==> src/rtl/boot_loader_ctrl.sv <==
// boot_loader_ctrl: start-up sequencer for the rv32i_sc core.
// Streams a data image into the data BRAM write port, then a program image
// into the instruction BRAM write port, then releases the core from stall.
module boot_loader_ctrl #(
  parameter int ADDR_WIDTH = 10,
  parameter int DATA_WIDTH = 32,
  parameter int CNT_WIDTH  = 9,
  parameter int MAX_WORDS  = 256
) (
  input  logic                  clk,
  input  logic                  rst,
  input  logic                  start,
  input  logic [CNT_WIDTH-1:0]  d_count,
  input  logic [CNT_WIDTH-1:0]  i_count,
  input  logic                  src_valid,
  input  logic [DATA_WIDTH-1:0] src_data,
  output logic                  src_ready,
  output logic [ADDR_WIDTH-1:0] d_w_addr,
  output logic [DATA_WIDTH-1:0] d_w_dat,
  output logic                  d_w_enb,
  output logic [ADDR_WIDTH-1:0] i_w_addr,
  output logic [DATA_WIDTH-1:0] i_w_dat,
  output logic                  i_w_enb,
  output logic                  d_bram_init_done,
  output logic                  i_r_enb,
  output logic                  rd_enbl,
  output logic                  pc_stall,
  output logic                  busy,
  output logic                  done,
  output logic                  err
);

  typedef enum logic [2:0] {
    S_IDLE,
    S_LOAD_D,
    S_LOAD_I,
    S_DRAIN,
    S_RELEASE,
    S_RUN,
    S_ERROR
  } state_t;

  localparam logic [CNT_WIDTH-1:0] MAX_CNT = CNT_WIDTH'(MAX_WORDS);
  localparam logic [CNT_WIDTH-1:0] ONE_CNT = CNT_WIDTH'(1);

  state_t                r_state;
  state_t                w_nextState;
  logic [CNT_WIDTH-1:0]  r_idx;
  logic [CNT_WIDTH-1:0]  r_dCount;
  logic [CNT_WIDTH-1:0]  r_iCount;
  logic                  r_dWEnb;
  logic [ADDR_WIDTH-1:0] r_dWAddr;
  logic [DATA_WIDTH-1:0] r_dWDat;
  logic                  r_iWEnb;
  logic [ADDR_WIDTH-1:0] r_iWAddr;
  logic [DATA_WIDTH-1:0] r_iWDat;

  logic                  w_accept;
  logic                  w_startOk;
  logic                  w_overflow;
  logic                  w_lastD;
  logic                  w_lastI;
  logic [ADDR_WIDTH-1:0] w_byteAddr;

  // src_ready depends only on state, so w_accept has no valid-to-ready loop.
  assign w_accept   = src_valid && src_ready;
  assign w_startOk  = (r_state == S_IDLE) && start;
  assign w_overflow = (d_count > MAX_CNT) || (i_count > MAX_CNT);
  assign w_lastD    = (r_idx == (r_dCount - ONE_CNT));
  assign w_lastI    = (r_idx == (r_iCount - ONE_CNT));
  assign w_byteAddr = ADDR_WIDTH'({r_idx, 2'b00});

  // State register; reset aborts any load in progress immediately.
  always_ff @(posedge clk or negedge rst) begin
    if (!rst) begin
      r_state <= S_IDLE;
    end else begin
      r_state <= w_nextState;
    end
  end

  // Next-state logic: start only counts in IDLE, RUN and ERROR are sticky.
  always_comb begin
    w_nextState = r_state;
    case (r_state)
      S_IDLE: begin
        if (start) begin
          if (w_overflow)          w_nextState = S_ERROR;
          else if (d_count != '0)  w_nextState = S_LOAD_D;
          else if (i_count != '0)  w_nextState = S_LOAD_I;
          else                     w_nextState = S_DRAIN;
        end
      end
      S_LOAD_D: begin
        if (w_accept && w_lastD) begin
          w_nextState = (r_iCount != '0) ? S_LOAD_I : S_DRAIN;
        end
      end
      S_LOAD_I: begin
        if (w_accept && w_lastI) w_nextState = S_DRAIN;
      end
      S_DRAIN:   w_nextState = S_RELEASE;
      S_RELEASE: w_nextState = S_RUN;
      S_RUN:     w_nextState = S_RUN;
      S_ERROR:   w_nextState = S_ERROR;
      default:   w_nextState = S_IDLE;
    endcase
  end

  // Moore outputs: handshake, core control and status decoded from state.
  always_comb begin
    src_ready        = 1'b0;
    busy             = 1'b0;
    d_bram_init_done = 1'b0;
    i_r_enb          = 1'b0;
    rd_enbl          = 1'b0;
    pc_stall         = 1'b1;
    done             = 1'b0;
    err              = 1'b0;
    case (r_state)
      S_LOAD_D, S_LOAD_I: begin
        src_ready = 1'b1;
        busy      = 1'b1;
      end
      S_DRAIN: begin
        busy = 1'b1;
      end
      S_RELEASE: begin
        busy             = 1'b1;
        d_bram_init_done = 1'b1;
        i_r_enb          = 1'b1;
        rd_enbl          = 1'b1;
      end
      S_RUN: begin
        d_bram_init_done = 1'b1;
        i_r_enb          = 1'b1;
        rd_enbl          = 1'b1;
        pc_stall         = 1'b0;
        done             = 1'b1;
      end
      S_ERROR: begin
        err = 1'b1;
      end
      default: begin
        pc_stall = 1'b1;
      end
    endcase
  end

  // Word index and latched counts; index restarts at 0 for each image.
  always_ff @(posedge clk or negedge rst) begin
    if (!rst) begin
      r_idx    <= '0;
      r_dCount <= '0;
      r_iCount <= '0;
    end else if (w_startOk) begin
      r_idx    <= '0;
      r_dCount <= d_count;
      r_iCount <= i_count;
    end else if (w_accept) begin
      if (((r_state == S_LOAD_D) && w_lastD) || ((r_state == S_LOAD_I) && w_lastI)) begin
        r_idx <= '0;
      end else begin
        r_idx <= r_idx + ONE_CNT;
      end
    end
  end

  // Registered BRAM write ports: one-cycle enable pulse per accepted word,
  // address and data hold their last value between writes.
  always_ff @(posedge clk or negedge rst) begin
    if (!rst) begin
      r_dWEnb  <= 1'b0;
      r_dWAddr <= '0;
      r_dWDat  <= '0;
      r_iWEnb  <= 1'b0;
      r_iWAddr <= '0;
      r_iWDat  <= '0;
    end else begin
      r_dWEnb <= 1'b0;
      r_iWEnb <= 1'b0;
      if (w_accept && (r_state == S_LOAD_D)) begin
        r_dWEnb  <= 1'b1;
        r_dWAddr <= w_byteAddr;
        r_dWDat  <= src_data;
      end
      if (w_accept && (r_state == S_LOAD_I)) begin
        r_iWEnb  <= 1'b1;
        r_iWAddr <= w_byteAddr;
        r_iWDat  <= src_data;
      end
    end
  end

  assign d_w_enb  = r_dWEnb;
  assign d_w_addr = r_dWAddr;
  assign d_w_dat  = r_dWDat;
  assign i_w_enb  = r_iWEnb;
  assign i_w_addr = r_iWAddr;
  assign i_w_dat  = r_iWDat;

endmodule

==> config.mk <==
export PLATFORM = sky130hd
export DESIGN_NAME = boot_loader_ctrl
export DESIGN_NICKNAME = d
export VERILOG_FILES = /design/src/rtl/boot_loader_ctrl.sv
export SDC_FILE = /design/constraint.sdc
export NUM_CORES = 1
export LEC_CHECK = 0
export CELL_PAD_IN_SITES_DETAIL_PLACEMENT = 0
export CELL_PAD_IN_SITES_GLOBAL_PLACEMENT = 2
export CORE_MARGIN = 3
export CORE_UTILIZATION = 28
export CTS_BUF_LIST = sky130_fd_sc_hd__clkbuf_16
export CTS_CLUSTER_DIAMETER = 60
export DETAILED_ROUTE_END_ITERATION = 10
export PLACE_DENSITY = 0.76
export SETUP_SLACK_MARGIN = 0.02
export SYNTH_ARGS = -nofsm -noshare
export SYNTH_HDL_FRONTEND = slang
export SYNTH_SLANG_ARGS = --single-unit
==> constraint.sdc <==
create_clock -name clk -period 2.4 [get_ports clk]
set_input_delay 0.48 -clock clk [delete_from_list [all_inputs] [get_ports clk]]
set_output_delay 0.48 -clock clk [all_outputs]
set_load 0.005 [all_outputs]
# Yosys cells after proc, flatten, opt, wreduce, memory -nomap -nowiden
# Index checks and enable logic that the tools add are counted.
word_totals:
  input_bits: 54
  register_bits: 112
  elab_cells: 64
  output_inout_bits: 94
classes:
  addsub: 3
  reduce_logical: 19
  n_lt_le_gt_ge: 2
  muxes: 19
  n_eq_ne: 11
ops:
  columns: ["operator", "n"]
  rows:
  - ["$mux W9", 3]
  - ["$reduce_bool A9 Y1", 3]
  - ["$eq A9 B9 Y1", 2]
  - ["$gt A9 B9 Y1 const B", 2]
  - ["$pmux W3 S6", 1]
  - ["$sub A9 B1 Y9 const B", 2]
  - ["$mux W3", 4]
  - ["$mux W1", 10]
  - ["$add A9 B1 Y9 const B", 1]
  - ["$eq A3 B3 Y1 const B", 3]
  - ["$logic_and A1 B1 Y1", 8]
  - ["$eq A3 B2 Y1 const B", 2]
  - ["$ne A2 B2 Y1 const B", 3]
  - ["$reduce_or A2 Y1", 2]
  - ["$reduce_or A4 Y1", 1]
  - ["$eq A3 B1 Y1 const B", 1]
  - ["$logic_not A3 Y1", 1]
  - ["$reduce_and A3 Y1", 1]
  - ["$logic_or A1 B1 Y1", 2]
  - ["$mux W2", 1]
  - ["$reduce_bool A2 Y1", 1]

# Longest topological paths before layout
# Gate-level depths: netlist of run 1.
logic_depth:
  ltp_word: 7
  depth_mapped: 9
  ltp_nobuf: 9

# Worst setup path before layout of run 1
# OpenSTA, ideal clock, no wires.
synth_path:
  kind: "register to register"
  start: "reg r_iCount[0]"
  end: "reg r_idx[2]"
  required_ns: 2.276
  arrival_ns: 2.276
  path_stages_with_launch: 10
  setup_ns: 0.124
  n_path_buf: 0
  path_slack_ns: 0.000
  period_less_slack_ns: 2.400
  path_cell_list: "dfrtp_1 > inv_1 > ha_1 > nor3b_1 > nand2_1 > o2111ai_1 > o21ai_0 > o32ai_4 > nor4_2 > a211o_1"
synth_between:
  elab_chain_cells: 7
synth_rtl:
  columns: ["element", "line_no", "text"]
  rows:
  - ["from (decl)", "50", "logic [CNT_WIDTH-1:0] r_iCount;"]
  - ["from (signal assigned)", "159", "r_iCount <= i_count;"]
  - ["$sub A9 B1 Y9", "70", "assign w_lastI = (r_idx == (r_iCount - ONE_CNT));"]
  - ["$eq A9 B9 Y1", "70", null]
  - ["$logic_and A1 B1 Y1", "161", "if (((r_state == S_LOAD_D) && w_lastD) || ((r_state == S_LOAD_I) && w_lastI)) begin"]
  - ["$logic_or A1 B1 Y1", "161", null]
  - ["$mux W9", "161", null]
  - ["$mux W9", "160", "end else if (w_accept) begin"]
  - ["$mux W9", "156", "end else if (w_startOk) begin"]
  - ["to (signal assigned)", "164", "r_idx <= r_idx + ONE_CNT;"]
  - ["to (decl)", "48", "logic [CNT_WIDTH-1:0] r_idx;"]
# Every way passes these cells. The select of a mux whose other input is x is not followed.
# A chain may end at the register's enable or synchronous reset.

# Final worst setup path of run 1
layout_path:
  start: "reg r_iCount[3]"
  end: "reg r_idx[4]"
# Same word-level chain as after synthesis.

==> flow_summary.toml, run 1 <==
[floorplan]
die_area_sq_um = 20300
start_util_pct = 28.7
die_w_um = 142
die_h_um = 142
ios = 148
core_area_sq_um = 18100
rows = 49

[placed_design]
port_buffers = 143
place_hpwl_um = 10700
dp_cells = 817
gp_congestion = 0.847

[sta]
setup_viol = 0
fmax_mhz = 418
layout_worst_path_cycle_share_pct = 99.6
rsz0062_at_grt = "true"
worst_slew_margin_rel_pct = 61.9
tightest_slew_ns = 0.571
slew_violations = 0
fin_skew_ns = 0.00872
min_period_ns = 2.39
hold_viol = 0
fin_tns_setup_ns = 0

[critical_path]
crit_arrival_ns = 2.64
crit_family = "simple AND/OR/NAND/NOR gates"
crit_chain = "or3_4, or4b_4, o311ai_4, a21oi_2, o32ai_4, buf_6, a21oi_2, a21o_1"
endpoint_kind = "register"
critical_path_class = "reg2reg"
cp_slowest_cell = "or4b_4"
worstPathRequired_ns = 2.65
start_kind = "register"
critical_path_buf_inv_count = 1
max_stage_delay_ns = 0.56
worstPathMaxFanout = 5
cp_common_cell = "a21oi_2"

[synthesis]
syn_area_per_cell_sq_um = 12.2
netlist_top_cells_area = "dfrtp_1, mux2_2, xnor2_1, nand2_1, clkbuf_1"
synth_top_area_share_pct = 53.8
synthCells = 427
ys_ff_latch = 112
yosysSeqAreaShare_pct = 53.8
async_flop_share_pct = 100
synth_top_area_cell = "dfrtp_1"
yosysWarnings = 0
yosysMostFrequentCell = "dfrtp_1"
synthTopCellsByCount = "dfrtp_1, mux2_2, nand2_1"
yosys.cell_types.count = 54
synthFlopType = "dfrtp_1"
synth_edf_count = 0
syn_area_sq_um = 5210

[detailed_routing]
num_vias = 4051
met3_length_um = 1070
top_layer = "met4"
drt_iter0_drc = 186
routed_wl_um = 14700
post_drt_wl_per_cell_um = 17.6
wl_met1_um = 5960
dr_wl_met2_um = 7500
ant_nets = 0
viasPerCell = 4.83
first_pass_iters = 4
drc = 0

[clock_tree]
ctsLongestPathBuffers = 2
clkTransAtPathRegs_ns = 0.08
cts_buffers = 9
clock_sinks = 112
clkLatencyLatePin_ns = 0.36
cts_max_level = 3
cts-root-buf = "clkbuf_16"
tritoncts = "yes"

[layout]
final_util_pct = 42.5
area_delta_synth_final_pct = 47.9
num-nets-final = 662
antenna_cells = 0
drive_above_1_share_pct = 32.7
final_cells = 838

[global_routing]
grt_overflow = 0
grt_usage_pct = 14.7
grt_antenna_before_repair = 0
grt_max_degree = 44
grt_pass1_vias = 4354
grt_pass1_wl_um = 23600

[outcome]
outcome = "finished, final reports clean"

[job]
cap_viol_max_count = 0

[power]
vdd_drop_max_uv = 560
leakage_nw = 3.21
p_per_area_nw_per_um2 = 1040

[min_path]
hp-class = "in2async"
[state kept, by name, summed over array words and instances (netlist names)]
signal,count
r_state,3
i_w_dat,32
d_w_dat,32
i_w_enb,1
r_idx,9
r_iCount,9
d_w_addr,8
r_dCount,9
d_w_enb,1
i_w_addr,8
[routing by layer]
layer | global-route usage, % | up-vias
met2 | 24.8 | 93
met3 | 5.81 | 12
li1 | - | 1882
met5 | 0 | -
met4 | 3.15 | 0
met1 | 17.8 | 2064
[power by group]
| part | switching, mW | internal, mW | total, mW |
|---|---|---|---|
| clock network | 0.739 | 0.822 | 1.56 |
| logic | 1.39 | 2.14 | 3.53 |
| registers | 0.418 | 2.53 | 2.95 |
| total | 2.54 | 5.50 | 8.04 |
[placed cells by master (no fill, tap or decap), drive strengths merged, types with 2 or more instances in the layout]
cell / Yosys / routed
clkdlybuf4s50: 0 / 142
nand2: 26 / 26
clkbuf: 18 / 9
nor3: 6 / 6
ha: 3 / 3
dfrtp: 112 / 112
inv: 11 / 13
nand4b: 2 / 2
a21o: 5 / 5
or3b: 2 / 2
buf: 11 / 51
o311ai: 2 / 2
a21oi: 13 / 13
xnor2: 15 / 15
clkinvlp: 0 / 2
xor2: 6 / 6
nor4: 9 / 9
and3: 2 / 2
o31ai: 5 / 5
a31oi: 2 / 2
nand3b: 3 / 3
nand2b: 6 / 6
or3: 6 / 6
o2111ai: 5 / 5
or2: 3 / 3
nor2b: 2 / 2
o21ai: 10 / 10
o22ai: 4 / 4
nand3: 8 / 8
mux2: 93 / 93
a211o: 3 / 3
conb: 1 / 4
nor2: 16 / 16
[repair_timing]
action | CTS | global route
buffers inserted | 0 | 6
endpoints found under the setup margin | 9 | 11
hold buffers | 0 | 0
gates resized for setup | 4 | 34
pin swaps | 0 | 7
[final timing paths]
kind	from	end	slack [ns]	cells after the start
worst min-delay path	rst	d_w_dat[24]	0.11	1
max in group asynchronous	rst	d_w_addr[9]	1.60	2
worst min register to register	i_w_dat[27]	i_w_dat[27]	0.51	1
min in group clk	i_w_dat[27]	i_w_dat[27]	0.51	1
worst max-delay path	r_iCount[3]	r_idx[4]	0.01	8
worst max register to register	r_iCount[3]	r_idx[4]	0.01	8
[cell type report]
type | count | area [sq um]
sequential | 112 | 2810
clock buffer | 9 | 225
fill | 1727 | 10400
multi-input combinational | 278 | 2410
inverter | 11 | 41.3
timing repair buffer | 193 | 1860
tap | 229 | 287
clock inverter | 6 | 76.3
[through the flow]
| stage | instance area (sq um) | setup WS [ns] | power, mW | hold WS (ns) |
|---|---|---|---|---|
| 3_3_place_gp | 7200 | -0.118 | 6.22 | 0.491 |
| 4_1_cts | 7510 | -0.00245 | 7.91 | 0.124 |
| 5_1_grt | 7710 | -0.0543 | 8.59 | 0.135 |
| 6_report | 7710 | 0.0102 | 8.04 | 0.107 |
| 2_1_floorplan | 5230 | 0.0223 | 4.44 | 0.184 |
| 3_5_place_dp | 7200 | -0.128 | 6.29 | 0.494 |
[cell families after synthesis]
logic type / synth area share [%]
mux: 20.3
buf+inv: 3.46
compound gates: 8.21
xor+xnor: 3.53
flops: 53.8
other cells: 0.0720
simple gates: 9.94
fa+ha+maj: 0.720
[worst reg2reg max path, cell delays in order (launching register included)]
cell	delay (ns)
dfrtp_1	0.38
or3_4	0.40
or4b_4	0.56
o311ai_4	0.08
a21oi_2	0.09
o32ai_4	0.43
buf_6	0.18
a21oi_2	0.03
a21o_1	0.14
Note: power is estimated with default switching activity, not from simulation.
==> run 2, diff against run 1 <==
--- a/config.mk
+++ b/config.mk
@@ -13,6 +13,7 @@
 export CTS_CLUSTER_DIAMETER = 60
 export DETAILED_ROUTE_END_ITERATION = 10
 export PLACE_DENSITY = 0.76
+export REMOVE_ABC_BUFFERS = 1
 export SETUP_SLACK_MARGIN = 0.02
 export SYNTH_ARGS = -nofsm -noshare
 export SYNTH_HDL_FRONTEND = slang
==> run 2 against run 1 <==
  * Setup slack got worse by 0.038 ns
  * Critical endpoint is now r_idx[5]
  * Via count decreased by 0.39%
  * The flow now finishes with violations (negative setup slack)
  * Sequential cell count unchanged
  * First-iteration DRC count decreased by 22%
  * Sequential power about the same
  * Global-route usage decreased by 0.36 points
  * Largest power group unchanged
  * Maximum frequency decreased by 1.6%
  * Clock-buffer cell count unchanged
==> flow_summary.toml, run 2 (synthesis gave the netlist of run 1 again) <==
[outcome]
outcome = "complete, but fails checks"
violations = "negative setup slack"

[global_routing]
grt_pass1_wl_um = 23100
grt_overflow = 0
grt_antenna_before_repair = 0
grt_pass1_vias = 4470
grt_usage_pct = 14.3
grt_max_degree = 59

[critical_path]
startpoint = "r_iCount[5]"
critical_path_class = "reg2reg"
worstPathRequired_ns = 2.64
start_kind = "register"
worstPathMaxFanout = 5
endpoint_kind = "register"
crit_arrival_ns = 2.66
rr_startpoint = "r_iCount[5]"

[layout]
num-nets-final = 654
area_delta_synth_final_pct = 47.7
antenna_cells = 0
final_cell_mix = "clkdlybuf4s50_1, dfrtp_1, mux2_2"
final_util_pct = 42.4
drive_above_1_share_pct = 32.9
layout.cells.most_common = "clkdlybuf4s50_1"

[detailed_routing]
first_pass_iters = 4
post_drt_wl_per_cell_um = 17.1
drc = 0
ant_nets = 0
viasPerCell = 4.86
num_vias = 4035
routed_wl_um = 14200
drt_iter0_drc = 146

[sta]
fin_skew_ns = 0.00889
slew_violations = 0
fmax_mhz = 412
setup_viol = 4
rsz0062_at_grt = "true"
layout_worst_path_cycle_share_pct = 101
fin_tns_setup_ns = -0.0855
hold_viol = 0
final.setup.worst_slack_ns = -0.0275
min_period_ns = 2.43

[clock_tree]
cts_buffers = 9
clock_sinks = 112
cts_hold_buf = 0
tritoncts = "yes"
ctsLongestPathBuffers = 2
clkLatencyLatePin_ns = 0.35
clkTransAtPathRegs_ns = 0.08
cts-root-buf = "clkbuf_16"
cts_max_level = 3

[placed_design]
gp_congestion = 0.733
place_hpwl_um = 10300
port_buffers = 143

[job]
cap_viol_max_count = 0

[floorplan]
start_util_pct = 28.7
die_area_sq_um = 20300
rows = 49
die_h_um = 142
ios = 148
die_w_um = 142
core_area_sq_um = 18100

[power]
p_per_area_nw_per_um2 = 1040
leakage_nw = 3.18
vdd_drop_max_uv = 522

[min_path]
hp-class = "in2async"
run 2: cell count changes in the layout (fill, tap and decap cells not counted), moves of 2 or more:
| cell | change |
|---|---|
| nor4_2 | -2 |
| buf_4 | -8 |
| dfrtp_2 | +2 |
| inv_8 | -2 |
| dfrtp_1 | -2 |
| clkinv_8 | +2 |
run 2: stage by stage:
step	cells	area [sq um]	hold slack, ns	setup WS (ns)	total power [mW]
after floorplan	401	5080	0.184	-0.632	4.39
after global placement	812	7160	0.464	-0.0170	6.20
after detailed placement	812	7160	0.472	-0.0894	6.27
after CTS	829	7550	0.0863	0.00286	7.97
after global routing	831	7700	0.103	-0.0837	8.58
final	831	7700	0.0830	-0.0275	8.02
run 2: layout make-up:
| class | count | area, sq um |
|---|---|---|
| fillers | 1718 | 10500 |
| flip-flops and latches | 112 | 2810 |
| multi-input cells | 278 | 2440 |
| repair buffers | 185 | 1800 |
| well taps | 229 | 287 |
| clock buffers | 9 | 225 |
| clock inverters | 7 | 92.6 |
| inverters | 11 | 41.3 |
run 2: path summary, 6_finish.rpt:
kind                               end  slack (ns)  depth (start not counted)
max                           r_idx[5]       -0.03                          8
min                        d_w_dat[26]        0.08                          1
max reg2reg                   r_idx[5]       -0.03                          8
min reg2reg                i_w_dat[26]        0.51                          1
max in group asynchronous     r_idx[5]        1.60                          2
min in group clk           i_w_dat[26]        0.51                          1
run 2: critical path: stages (launching register included):
cell	delay (ns)
dfrtp_2	0.43
or3b_1	0.36
or4b_4	0.56
o311ai_4	0.08
a21oi_2	0.09
o32ai_4	0.43
buf_6	0.19
a21oi_2	0.03
a21o_1	0.15
run 2: power breakdown:
group          switching, mW  internal [mW]
Sequential             0.418           2.53
Combinational           1.40           2.09
Clock                  0.737          0.832
Total                   2.56           5.46
run 2: timing repair:
action | in CTS | in global routing
pin swaps | 1 | 10
cloned | 0 | 0
buffers inserted | 1 | 2
endpoints found under the hold margin | 0 | 0
setup endpoints to repair | 11 | 12
gates resized for setup | 16 | 29
run 2: routing by layer:
layer	routed length [um]	track usage, %	vias up	part of all wire, %
li1	-	-	1865	-
met1	5600	16.1	2031	39
met2	6910	23.9	129	49
met3	1580	7.76	10	11
met4	151	3.60	0	1.1
met5	0	0	-	0
==> run 3, diff against run 2 <==
--- a/config.mk
+++ b/config.mk
@@ -13,6 +13,7 @@
 export CTS_CLUSTER_DIAMETER = 60
 export DETAILED_ROUTE_END_ITERATION = 10
 export PLACE_DENSITY = 0.76
+export RECOVER_POWER = 25
 export REMOVE_ABC_BUFFERS = 1
 export SETUP_SLACK_MARGIN = 0.02
 export SYNTH_ARGS = -nofsm -noshare
==> run 3 against run 2 <==
  * The run ends with max-capacitance violations, max-slew violations, negative setup slack left
  * Critical path depth unchanged
  * Via count about the same
  * Setup slack about the same
==> flow_summary.toml, run 3 (synthesis gave the netlist of run 1 again) <==
[floorplan]
die_w_um = 142
start_util_pct = 28.7
rows = 49
die_h_um = 142
die_area_sq_um = 20300
core_area_sq_um = 18100
ios = 148

[outcome]
violations = "max-capacitance violations, max-slew violations, negative setup slack"
outcome = "complete, but fails checks"

[detailed_routing]
met3_length_um = 1580
drc = 0
num_vias = 4036
ant_nets = 0
first_pass_iters = 4
viasPerCell = 4.86
routed_wl_um = 14200
dr_wl_met2_um = 6910
top_layer = "met4"
wl_met1_um = 5600
post_drt_wl_per_cell_um = 17.1
drt_iter0_drc = 148

[sta]
tightest_slew_ns = 1.94
fin_tns_setup_ns = -0.0837
slew_violations = 37
hold_viol = 0
final.setup.worst_slack_ns = -0.0275
setup_viol = 4
fin_skew_ns = 0.00889
worst_slew_margin_rel_pct = -29.3
fmax_mhz = 412
layout_worst_path_cycle_share_pct = 101
hold_ws_ns = 0.508
min_period_ns = 2.43
rsz0062_at_grt = "true"

[critical_path]
endpoint_kind = "register"
cp_slowest_cell = "or4b_4"
r2r_end = "r_idx[5]"
ff2ff_setup_slack_ns = -0.03
start_kind = "register"
crit_arrival_ns = 2.66
worstPathRequired_ns = 2.64
rr_startpoint = "r_iCount[5]"
crit_chain = "or3b_1, or4b_4, o311ai_4, a21oi_2, o32ai_4, buf_6, a21oi_2, a21o_1"
reg2reg_depth = 8
max_stage_delay_ns = 0.56
critical_path.endpoint = "r_idx[5]"
critical_path_class = "reg2reg"
worstPathMaxFanout = 5
cp_common_cell = "a21oi_2"
startpoint = "r_iCount[5]"

[layout]
postLayoutCellArea_sq_um = 7680
final_cell_mix = "clkdlybuf4s50_1, dfrtp_1, mux2_2"
drive_above_1_share_pct = 32.7
area_delta_synth_final_pct = 47.4
final_cells = 831
num-fill-cells = 1720
num-nets-final = 654
antenna_cells = 0
layout.cells.most_common = "clkdlybuf4s50_1"

[power]
p_per_area_nw_per_um2 = 1040
vdd_drop_max_uv = 522
leakage_nw = 3.18

[placed_design]
port_buffers = 143
dpl_cell_area_sq_um = 7160
place_hpwl_um = 10300
pre_cts_slack_ns = -0.0894
dp_cells = 812
gp_congestion = 0.733

[clock_tree]
clock_sinks = 112
cts_buffers = 9
cts_max_level = 3
ctsLongestPathBuffers = 2
cts_hold_buf = 0
clkTransAtPathRegs_ns = 0.08
cts-root-buf = "clkbuf_16"
tritoncts = "yes"
clkLatencyLatePin_ns = 0.35

[global_routing]
grt_pass1_vias = 4470
grt_antenna_before_repair = 0
grt_pass1_wl_um = 23100
grt_usage_pct = 14.3
grt_overflow = 0
grt_max_degree = 59

[job]
cap_viol_max_count = 1

[min_path]
hp-class = "reg2reg"
-- run 3: cell count changes in the layout (fill, tap and decap cells not counted) --
cell	previous run	this run
buf_12	4	3
buf_4	37	36
buf_6	2	3
clkbuf_1	0	1
-- run 3: how the worst min path moves through the flow --
stage	cells after the start	to	startpoint
3_3_place_gp	1	d_w_dat[0]	rst
2_1_floorplan	0	d_w_addr[2]	rst
4_1_cts	1	i_w_dat[10]	rst
3_5_place_dp	1	i_w_dat[0]	rst
5_1_grt	1	i_w_dat[21]	i_w_dat[21]
6_report	1	i_w_dat[26]	i_w_dat[26]
-- run 3: per-layer routing --
| metal | track usage (%) | vias to the layer above |
|---|---|---|
| met5 | 0 | - |
| met4 | 3.60 | 0 |
| met3 | 7.76 | 10 |
| met2 | 23.9 | 129 |
| met1 | 16.1 | 2032 |
| li1 | - | 1865 |
-- run 3: metrics by stage --
step,power [mW],utilization [%]
after floorplan,4.39,-
after global placement,6.20,39.4
after detailed placement,6.27,39.4
after CTS,7.97,41.6
after global routing,8.58,42.3
final,8.01,42.3
-- run 3: worst max-delay path: cells and delay by family, from the launching register on --
| family | cells | cell delay [ns] |
|---|---|---|
| and+or+nand+nor | 2 | 0.92 |
| AOI/OAI and AO/OA | 5 | 0.78 |
| DFF | 1 | 0.43 |
| buffers and inverters | 1 | 0.19 |
-- run 3: area by class of cell --
cell class,instances,area [sq um],share of cell area (%)
tap,229,287,3.73
multi-input combinational,278,2440,31.8
inverter,11,41.3,0.537
clock inverter,7,92.6,1.21
sequential,112,2810,36.6
clock buffer,9,225,2.93
timing repair buffer,185,1790,23.3
-- run 3: repair_timing --
| action | CTS | global route |
|---|---|---|
| setup endpoints to repair | 11 | 12 |
| setup buffers | 1 | 2 |
| pin swaps | 1 | 10 |
| gates resized for setup | 16 | 29 |
-- run 3: where the power goes --
group | internal, mW | switching [mW]
clock network | 0.832 | 0.738
logic | 2.09 | 1.40
registers | 2.53 | 0.418
